$ cat config.mk
export PLATFORM = sky130hd
export DESIGN_NAME = deserializador_sincrono
export DESIGN_NICKNAME = d
export VERILOG_FILES = /design/src/rtl/deserializador_sincrono_pkg.sv /design/src/rtl/deserializador_sincrono_contador_indice.sv /design/src/rtl/deserializador_sincrono.sv
export SDC_FILE = /design/constraint.sdc
export NUM_CORES = 1
export LEC_CHECK = 0
export ABC_CLOCK_PERIOD_IN_PS = 2200
export CORE_AREA = 4 4 41 43
export DETAILED_ROUTE_END_ITERATION = 10
export DIE_AREA = 0 0 45 47
export PLACE_DENSITY_LB_ADDON = 0.3
export SLEW_MARGIN = 30
export SYNTH_ARGS = -nofsm -noshare
export SYNTH_HDL_FRONTEND = slang
export SYNTH_HIERARCHICAL = 1
export SYNTH_SLANG_ARGS = --single-unit
$ cat constraint.sdc
create_clock -name iClock -period 2.2 [get_ports iClock]
set_clock_uncertainty 0.1 [all_clocks]
set_input_delay 0.44 -clock iClock [delete_from_list [all_inputs] [get_ports iClock]]
set_output_delay 0.44 -clock iClock [all_outputs]
set_load 0.05 [all_outputs]
$ cat src/rtl/deserializador_sincrono_pkg.sv
// ============================================================================
// Module      : deserializador_sincrono_pkg
// Description : Shared types and constants for the synchronous 4-bit
//               serial-to-parallel receiver and its bit index counter.
//               - estado_t      : receiver FSM encoding (IDLE / RECIBIENDO)
//               - WORD_W        : parallel word width (4)
//               - FRAME_LEN     : bits per frame (4, or 5 with parity)
//               - IDX_W         : width of the internal bit index
//               - paridad_error : even-parity check helper
// Config      : DESERIALIZADOR_PARIDAD_EN selects the 5-bit frame with a
//               trailing even-parity bit.
// Revision    : 1.0 - initial release
// ============================================================================
`default_nettype none

package deserializador_sincrono_pkg;

  // FSM encoding: IDLE holds no partial bits, RECIBIENDO holds 1..N-1 bits.
  typedef enum logic {
    IDLE       = 1'b0,
    RECIBIENDO = 1'b1
  } estado_t;

  localparam int WORD_W            = 4;
  localparam int FRAME_LEN_DATOS   = 4;
  localparam int FRAME_LEN_PARIDAD = 5;

`ifdef DESERIALIZADOR_PARIDAD_EN
  localparam int FRAME_LEN = FRAME_LEN_PARIDAD;
  localparam int IDX_W     = 3;
`else
  localparam int FRAME_LEN = FRAME_LEN_DATOS;
  localparam int IDX_W     = 2;
`endif

  // 1 when data plus its parity bit do not form an even number of ones.
  function automatic logic paridad_error(input logic [WORD_W-1:0] data,
                                         input logic              par);
    return (^data) ^ par;
  endfunction

endpackage

`default_nettype wire

$ cat src/rtl/deserializador_sincrono_contador_indice.sv
// ============================================================================
// Module      : contador_indice
// Description : Bit index counter for the serial receiver. Counts accepted
//               bits modulo the frame length and flags the frame's last bit.
// Ports       : clk   in  clock, rising edge
//               rst   in  synchronous active-high reset
//               clear in  frame restart (drop partial count)
//               inc   in  a bit is accepted this cycle
//               index out index of the next bit expected (registered)
//               done  out the bit accepted this cycle completes the frame
// Config      : frame length follows DESERIALIZADOR_PARIDAD_EN via the package.
// Revision    : 1.0 - initial release
// ============================================================================
`default_nettype none

module contador_indice
  import deserializador_sincrono_pkg::*;
(
  input  logic             clk,
  input  logic             rst,
  input  logic             clear,
  input  logic             inc,
  output logic [IDX_W-1:0] index,
  output logic             done
);

  localparam logic [IDX_W-1:0] LAST = IDX_W'(FRAME_LEN - 1);
  localparam logic [IDX_W-1:0] ONE  = IDX_W'(1);

  // A restart makes the accepted bit bit 0, so it can never close a frame.
  assign done = inc & ~clear & (index == LAST);

  always_ff @(posedge clk) begin
    if (rst) begin
      index <= '0;
    end else if (clear) begin
      index <= inc ? ONE : '0;
    end else if (inc) begin
      index <= (index == LAST) ? '0 : index + ONE;
    end
  end

endmodule

`default_nettype wire

$ cat src/rtl/deserializador_sincrono.sv
// ============================================================================
// Module      : deserializador_sincrono
// Description : Synchronous 4-bit serial-to-parallel receiver. Accepts one
//               LSB-first bit per qualified edge, assembles 4-bit words and
//               hands them downstream through a valid/ready holding register.
// Ports       : iClock       in   clock, rising edge
//               iReset       in   synchronous active-high reset
//               iSerial      in   serial data bit
//               iValid       in   iSerial valid this cycle
//               iStart       in   frame start; this cycle's bit is bit 0
//               iReady       in   consumer accepts oData while oValid=1
//               oData        out  assembled word, held while oValid=1
//               oValid       out  oData holds an undelivered word
//               oIndex       out  index of the next bit expected
//               oBusy        out  partial word in progress
//               oOverflow    out  sticky: a completed word was dropped
//               oParityError out  parity mismatch for current oData
// Config      : DESERIALIZADOR_PARIDAD_EN adds a 5th even-parity bit per
//               frame; otherwise oParityError is tied to 0.
// Revision    : 1.0 - initial release
// ============================================================================
`default_nettype none

module deserializador_sincrono
  import deserializador_sincrono_pkg::*;
(
  input  logic              iClock,
  input  logic              iReset,
  input  logic              iSerial,
  input  logic              iValid,
  input  logic              iStart,
  input  logic              iReady,
  output logic [WORD_W-1:0] oData,
  output logic              oValid,
  output logic [1:0]        oIndex,
  output logic              oBusy,
  output logic              oOverflow,
  output logic              oParityError
);

  estado_t           estado;
  logic [IDX_W-1:0]  index;
  logic              done;
  logic [IDX_W-1:0]  pos;
  logic [WORD_W-1:0] shift_q;
  logic [WORD_W-1:0] shift_next;

  contador_indice u_contador_indice (
    .clk   (iClock),
    .rst   (iReset),
    .clear (iStart),
    .inc   (iValid),
    .index (index),
    .done  (done)
  );

  // Partial word after this edge. On a restart the old bits are dropped and
  // the incoming bit lands at position 0. When the frame completes this is
  // also the full word to hand downstream (bit 3 merged in the same cycle).
  always_comb begin
    pos        = iStart ? '0 : index;
    shift_next = iStart ? '0 : shift_q;
`ifdef DESERIALIZADOR_PARIDAD_EN
    // The last position is the parity bit; it is not part of the word.
    if (iValid && (pos != IDX_W'(FRAME_LEN - 1))) begin
      shift_next[pos[1:0]] = iSerial;
    end
`else
    if (iValid) begin
      shift_next[pos] = iSerial;
    end
`endif
  end

`ifdef DESERIALIZADOR_PARIDAD_EN
  // With a 5-bit frame index 4 aliases to 0 on the 2-bit port; oBusy still
  // distinguishes a parity bit pending from an idle receiver.
  assign oIndex = index[1:0];
`else
  assign oIndex = index;
`endif

  assign oBusy = (estado == RECIBIENDO);

`ifndef DESERIALIZADOR_PARIDAD_EN
  assign oParityError = 1'b0;
`endif

  always_ff @(posedge iClock) begin
    if (iReset) begin
      estado    <= IDLE;
      shift_q   <= '0;
      oData     <= '0;
      oValid    <= 1'b0;
      oOverflow <= 1'b0;
`ifdef DESERIALIZADOR_PARIDAD_EN
      oParityError <= 1'b0;
`endif
    end else begin
      case (estado)
        IDLE: begin
          if (iValid) estado <= RECIBIENDO;
        end
        RECIBIENDO: begin
          if (iStart)    estado <= iValid ? RECIBIENDO : IDLE;
          else if (done) estado <= IDLE;
        end
        default: estado <= IDLE;
      endcase

      shift_q <= done ? '0 : shift_next;

      // Holding register: a completing word may reuse the slot in the same
      // edge the consumer empties it, so full-rate streams never stall.
      if (done) begin
        if (!oValid || iReady) begin
          oData  <= shift_next;
          oValid <= 1'b1;
`ifdef DESERIALIZADOR_PARIDAD_EN
          oParityError <= paridad_error(shift_next, iSerial);
`endif
        end else begin
          oOverflow <= 1'b1;
        end
      end else if (oValid && iReady) begin
        oValid <= 1'b0;
      end
    end
  end

endmodule

`default_nettype wire

# Yosys cells after proc, flatten, opt, wreduce, memory -nomap -nowiden
# Cells that the tools add are included.
# classes
add_sub_neg,1
magnitude_cmp,2
eq_ne,2
n_mux,17
bitwise_logic,5
n_reduce_logical,10
# op_table
operator,n
$mux W1,8
$mux W2,4
$mux W4,2
$reduce_and A2 Y1,3
$bwmux W4,1
$reduce_bool A2 Y1,2
$lt A2 B3 Y1 const B,1
$not A1 Y1,3
$add A2 B1 Y2 const B,1
$and A1 B1 Y1,2
$demux W1 S2,1
$eq A2 B2 Y1 const B,1
$ge A2 B1 Y1 const B,1
$logic_and A1 B1 Y1,2
$ne A2 B1 Y1 const B,1
$pmux W1 S2,1
$reduce_or A2 Y1,1
$logic_not A1 Y1,1
$logic_or A1 B1 Y1,1
# totals
regBits,13
inputBits,6
out_inout_bits,10
word_cells,43

# Longest topological paths before layout
# logic_depth
depth_word,7
mapped_depth,4
mapped_depth_nobuf,4

# Modules after synthesis
# The synthesis kept the hierarchy.
# modules_own_cells
mod,instances,cells_per_inst,area_each_um2,seq_area_each_um2
deserializador_sincrono,1,50,452.9,220.2
contador_indice,1,10,112.6,40.0

# Least setup slack after synthesis
# Ideal clock, no wire load.
# synth_timing
kind,register -> register
from,register u_contador_indice.index[0]
to,register shift_q[1]
setup_ps,64
t_arrival_ps,1538
required_ps,2036
slack_ps,497
stages_incl_launch_ff,5
n_path_buf,0
period_less_slack_ps,1703
path_cell_list,dfxtp_1 -> ha_1 -> and3b_2 -> or3_1 -> nor2_1
# synth_between
elab_cells_between_ends,11
classes_between,order compare (2); eq/ne (1); mux (5); bitwise (1); reduce/logical (2)
# synth_rtl
element,line,text
start: declaration,deserializador_sincrono_contador_indice.sv:23,"output logic [IDX_W-1:0] index,"
start signal: assignment,deserializador_sincrono_contador_indice.sv:37,index <= inc ? ONE : '0;
start signal: assignment,deserializador_sincrono_contador_indice.sv:39,index <= (index == LAST) ? '0 : index + ONE;
$eq A2 B2 Y1,deserializador_sincrono_contador_indice.sv:31,assign done = inc & ~clear & (index == LAST);
$and A1 B1 Y1,deserializador_sincrono_contador_indice.sv:31,
via done,deserializador_sincrono.sv:43,logic done;
$reduce_or A2 Y1 (no line),n/a,
end signal: assignment,deserializador_sincrono.sv:111,shift_q <= done ? '0 : shift_next;
end: declaration,deserializador_sincrono.sv:45,logic [WORD_W-1:0] shift_q;
# The timed path passes the listed nets, and every way through them passes these cells.
# A chain may end at the register's enable or synchronous reset.

# Worst setup path in the final report
# layout_timing
from,register u_contador_indice.index[1]
to,output port oIndex[1]
# layout_rtl
element,line,text
end: declaration,deserializador_sincrono.sv:35,"output logic [1:0] oIndex,"
# No word-level cell between the ends.

==> qor_table.md <==
| Quantity | Value |
|:---|:---|
| HP Class | reg2reg |
| Count of buffers inserted at the top-level ports | 14 |
| Number of synthesized register bits | 13 |
| Delay-heaviest family, CP | buffers and inverters |
| Category of the worst setup path launch point | register |
| Gate count after technology mapping | 60 |
| Endpoint class of the critical path | primary output |
| Overall die height | 47 µm |
| Ports | 16 |
| Diode count | 0 |
| CTS H-Tree Depth | 1 |
| Number of global-route vias before repair | 421 |
| WP buf/inv | 1 |
| Rel. slew slack | 66.6% |
| Final cycle utilization of the critical path | 95.7% |
| Root Buffer | clkbuf_4 |
| Data arrival, critical path | 1.57 ns |
| First-pass GRT wire length | 1740 µm |
| Worst setup path startpoint | u_contador_indice/index[1] |
| Syn_nets | 67 |
| Worst slack, placed | 0.273 ns |
| Number of vias after detailed routing | 481 |
| Max Fclk | 0.475 GHz |
| Origin of the critical flop-to-flop path | u_contador_indice/index[0] |
| Final sum of negative setup slack | 0 ns |
| Hold buffers post-CTS | 0 |
| Depth of the most critical reg-to-reg path | 4 |
| Post-route DRC violation count | 0 |
| TritonCTS buffer count | 3 |
| Clock latency reported for the late side of the worst-skew pair | 0.27 ns |
| Combinational family with the most area after synthesis | simple AND/OR/NAND/NOR gates |
| Hold Worst Slack | 0.374 ns |
| First-iteration detailed-routing DRC count | 8 |
| Final Core Density | 58.2% |
| Yosys warning count | 6 |
| Clock tree from TritonCTS | done |
| 1st-pass router iterations | 4 |
| Total detailed-routing wirelength | 1090 µm |
| Mux contribution to synthesized area | 7.08% |
| Synthesized area divided by synthesized cell count | 9.43 µm² |
| Buffers inserted during post-CTS setup optimization | 0 |
| Final Hold Viols | 0 |
| Slew Viols, Final | 0 |
| Buffer levels on the longest clock path | 2 |
| Setup slack of the most critical reg-to-reg path | 0.64 ns |
| Outcome | finished, final reports clean |
| Half-perimeter wire length of the detailed placement result | 792 µm |
| Max stage delay on crit path | 0.84 ns |
| Antenna violations before repair | 0 |
| Maximum ir drop on the vdd rail | 421 µV |
| Sum of internal, switching and leakage power | 448 µW |
| Post-synthesis compound-gate area fraction | 15.3% |
| Grt total ovfl | 0 |
| Minimum period implied by the final worst setup slack | 2.11 ns |
| Initial core utilization | 43.5% |
| Cell type of the slowest stage on the worst timing path | clkdlybuf4s50_1 |
| Start-to-end type of the worst setup path | reg2out |
| Power per standard cell area | 591 mW/mm² |
| Leakage power | 0.000310 µW |
| Number of placement rows | 13 |
| Fraction of layout cells with a size suffix above 1 | 8.97% |
| Number of gates resized after cts | 0 |
| Area of the die | 0.00212 mm² |
| Share of synthesized cell area in and, or, nand and nor gates | 23.5% |
| Reg-to-reg endpoint | shift_q[1] |
| Area fraction of the dominant cell type after synthesis | 46.0% |
| Worst setup path endpoint | oIndex[1] |
| Post-route worst setup slack | 0.0936 ns |
| Number of library cell types mapped by synthesis | 25 |
| Number of nets with antenna violations after routing | 0 |
| Levels on crit path | 1 |
| Last weighted congestion value of the routability-driven placer | 0.711 |
| Maximum Capacitance Violations | 0 |
| Detailed-route vias per instance | 5.17 |
| Worst-margin pin slew | 0.500 ns |
| # nets final | 86 |
| Post-CTS clock slew at the launch and capture registers of the worst setup and hold paths | 0.07 ns |
| Leading post-synthesis cells by cell area | dfxtp_1, mux2i_1, nor2_1 |
| Die extent in x | 45 µm |
| Detailed-route wire length per cell | 11.7 µm |
| Post-synthesis cell type with the largest combined area | dfxtp_1 |
| Ordered cell list for the critical path | clkdlybuf4s50_1 |
| Core Region | 0.00130 mm² |
| Total global routing track utilization | 12.1% |
| Sequential-to-total area share from yosys stat | 46.0% |
| Number of clock sinks | 13 |
| Final setup violation count | 0 |
| Maximum net fanout on the critical path | 8 |
| Adder-cell share of the synthesized area | 2.21% |
| Worst Path Required | 1.66 ns |
| RSZ-0062 raised after global routing | no |
| Pin count of the biggest net entering global routing | 14 |
| Combined area of all synthesized cells | 566 µm² |
| Area overhead of the layout relative to synthesis | 33.8% |
| Synthesized-area fraction occupied by xor and xnor cells | 0% |
metrics by stage:
stage          std cells  cell area [µm²]
2_1_floorplan         60              566
5_1_grt               93              757
4_1_cts               93              754
6_report              93              757
3_5_place_dp          89              728
3_3_place_gp          89              728
cell type report:
type,count,area [µm²]
timing repair buffer,16,158
fill,135,544
multi-input combinational,40,275
sequential,13,260
inverter,5,18.8
tap,15,18.8
clock buffer,4,26.3
sequential cells by signal, summed over array words and instances (netlist names):
signal	count
oBusy	1
oData	4
oOverflow	1
oValid	1
shift_q	4
u_contador_indice/index	2
layout by cell type, fill, tap and decap left out, drive strengths merged:
master         synthesis  routed
o21ai                  1       1
ha                     1       1
dlymetal6s2s           0       1
nor2                   7       7
o21bai                 2       2
nor4b                  1       1
nor2b                  2       2
and2                   1       1
nand3                  2       2
clkbuf                 1       4
or3                    2       2
nor3                   2       2
a31o                   1       1
dfxtp                 13      13
or3b                   1       1
nand2b                 1       1
nand3b                 2       2
and3b                  1       1
buf                    1       2
mux2i                  4       4
clkdlybuf4s50          0      13
conb                   1       1
a32oi                  1       1
a211oi                 1       1
inv                    5       5
a21oi                  3       3
o32ai                  3       3
layer usage:
metal  share of wire, %  track usage (%)  vias to the layer above
met4               0.92             5.26                        0
li1                   -                -                      249
met2                 42             16.9                       12
met3                6.7             6.90                        2
met1                 50             15.0                      218
met5                  0                0                        -
power breakdown:
group | total [µW] | internal [µW] | switching (µW)
Combinational | 60.0 | 26.1 | 33.9
Sequential | 244 | 240 | 4.52
Clock | 144 | 70.3 | 73.4
Total | 448 | 336 | 112
cell families (layout without fill, tap and decap cells):
group                      count (synthesis)  in the layout
muxes                                      4              4
buffers and inverters                      7             25
AOI/OAI and AO/OA                         12             12
other                                      1              1
and+or+nand+nor                           22             22
DFF                                       13             13
adders and majority gates                  1              1
how the worst min path moves through the flow:
stage / start / endpoint / slack (ns) / depth (start not counted)
after detailed placement: oOverflow / oOverflow / 0.37 / 2
after floorplan: shift_q[1] / shift_q[1] / 0.36 / 2
final: oOverflow / oOverflow / 0.37 / 2
after CTS: oData[3] / oData[3] / 0.38 / 2
after global placement: oData[3] / oData[3] / 0.37 / 2
after global routing: oData[3] / oData[3] / 0.41 / 2
cells in the mapped netlist:
library cell,count
dfxtp_1,13
nor2_1,7
inv_1,5
mux2i_1,4
a21oi_1,3
o32ai_1,3
nand3_1,2
nand3b_1,2
nor2b_1,2
nor3_1,2
o21bai_1,2
or3_1,2
a211oi_1,1
a31o_1,1
a32oi_1,1
and2_1,1
and3b_2,1
buf_4,1
clkbuf_1,1
conb_1,1
ha_1,1
nand2b_1,1
nor4b_2,1
o21ai_0,1
or3b_1,1
Note: power is estimated with default switching activity, not from simulation.
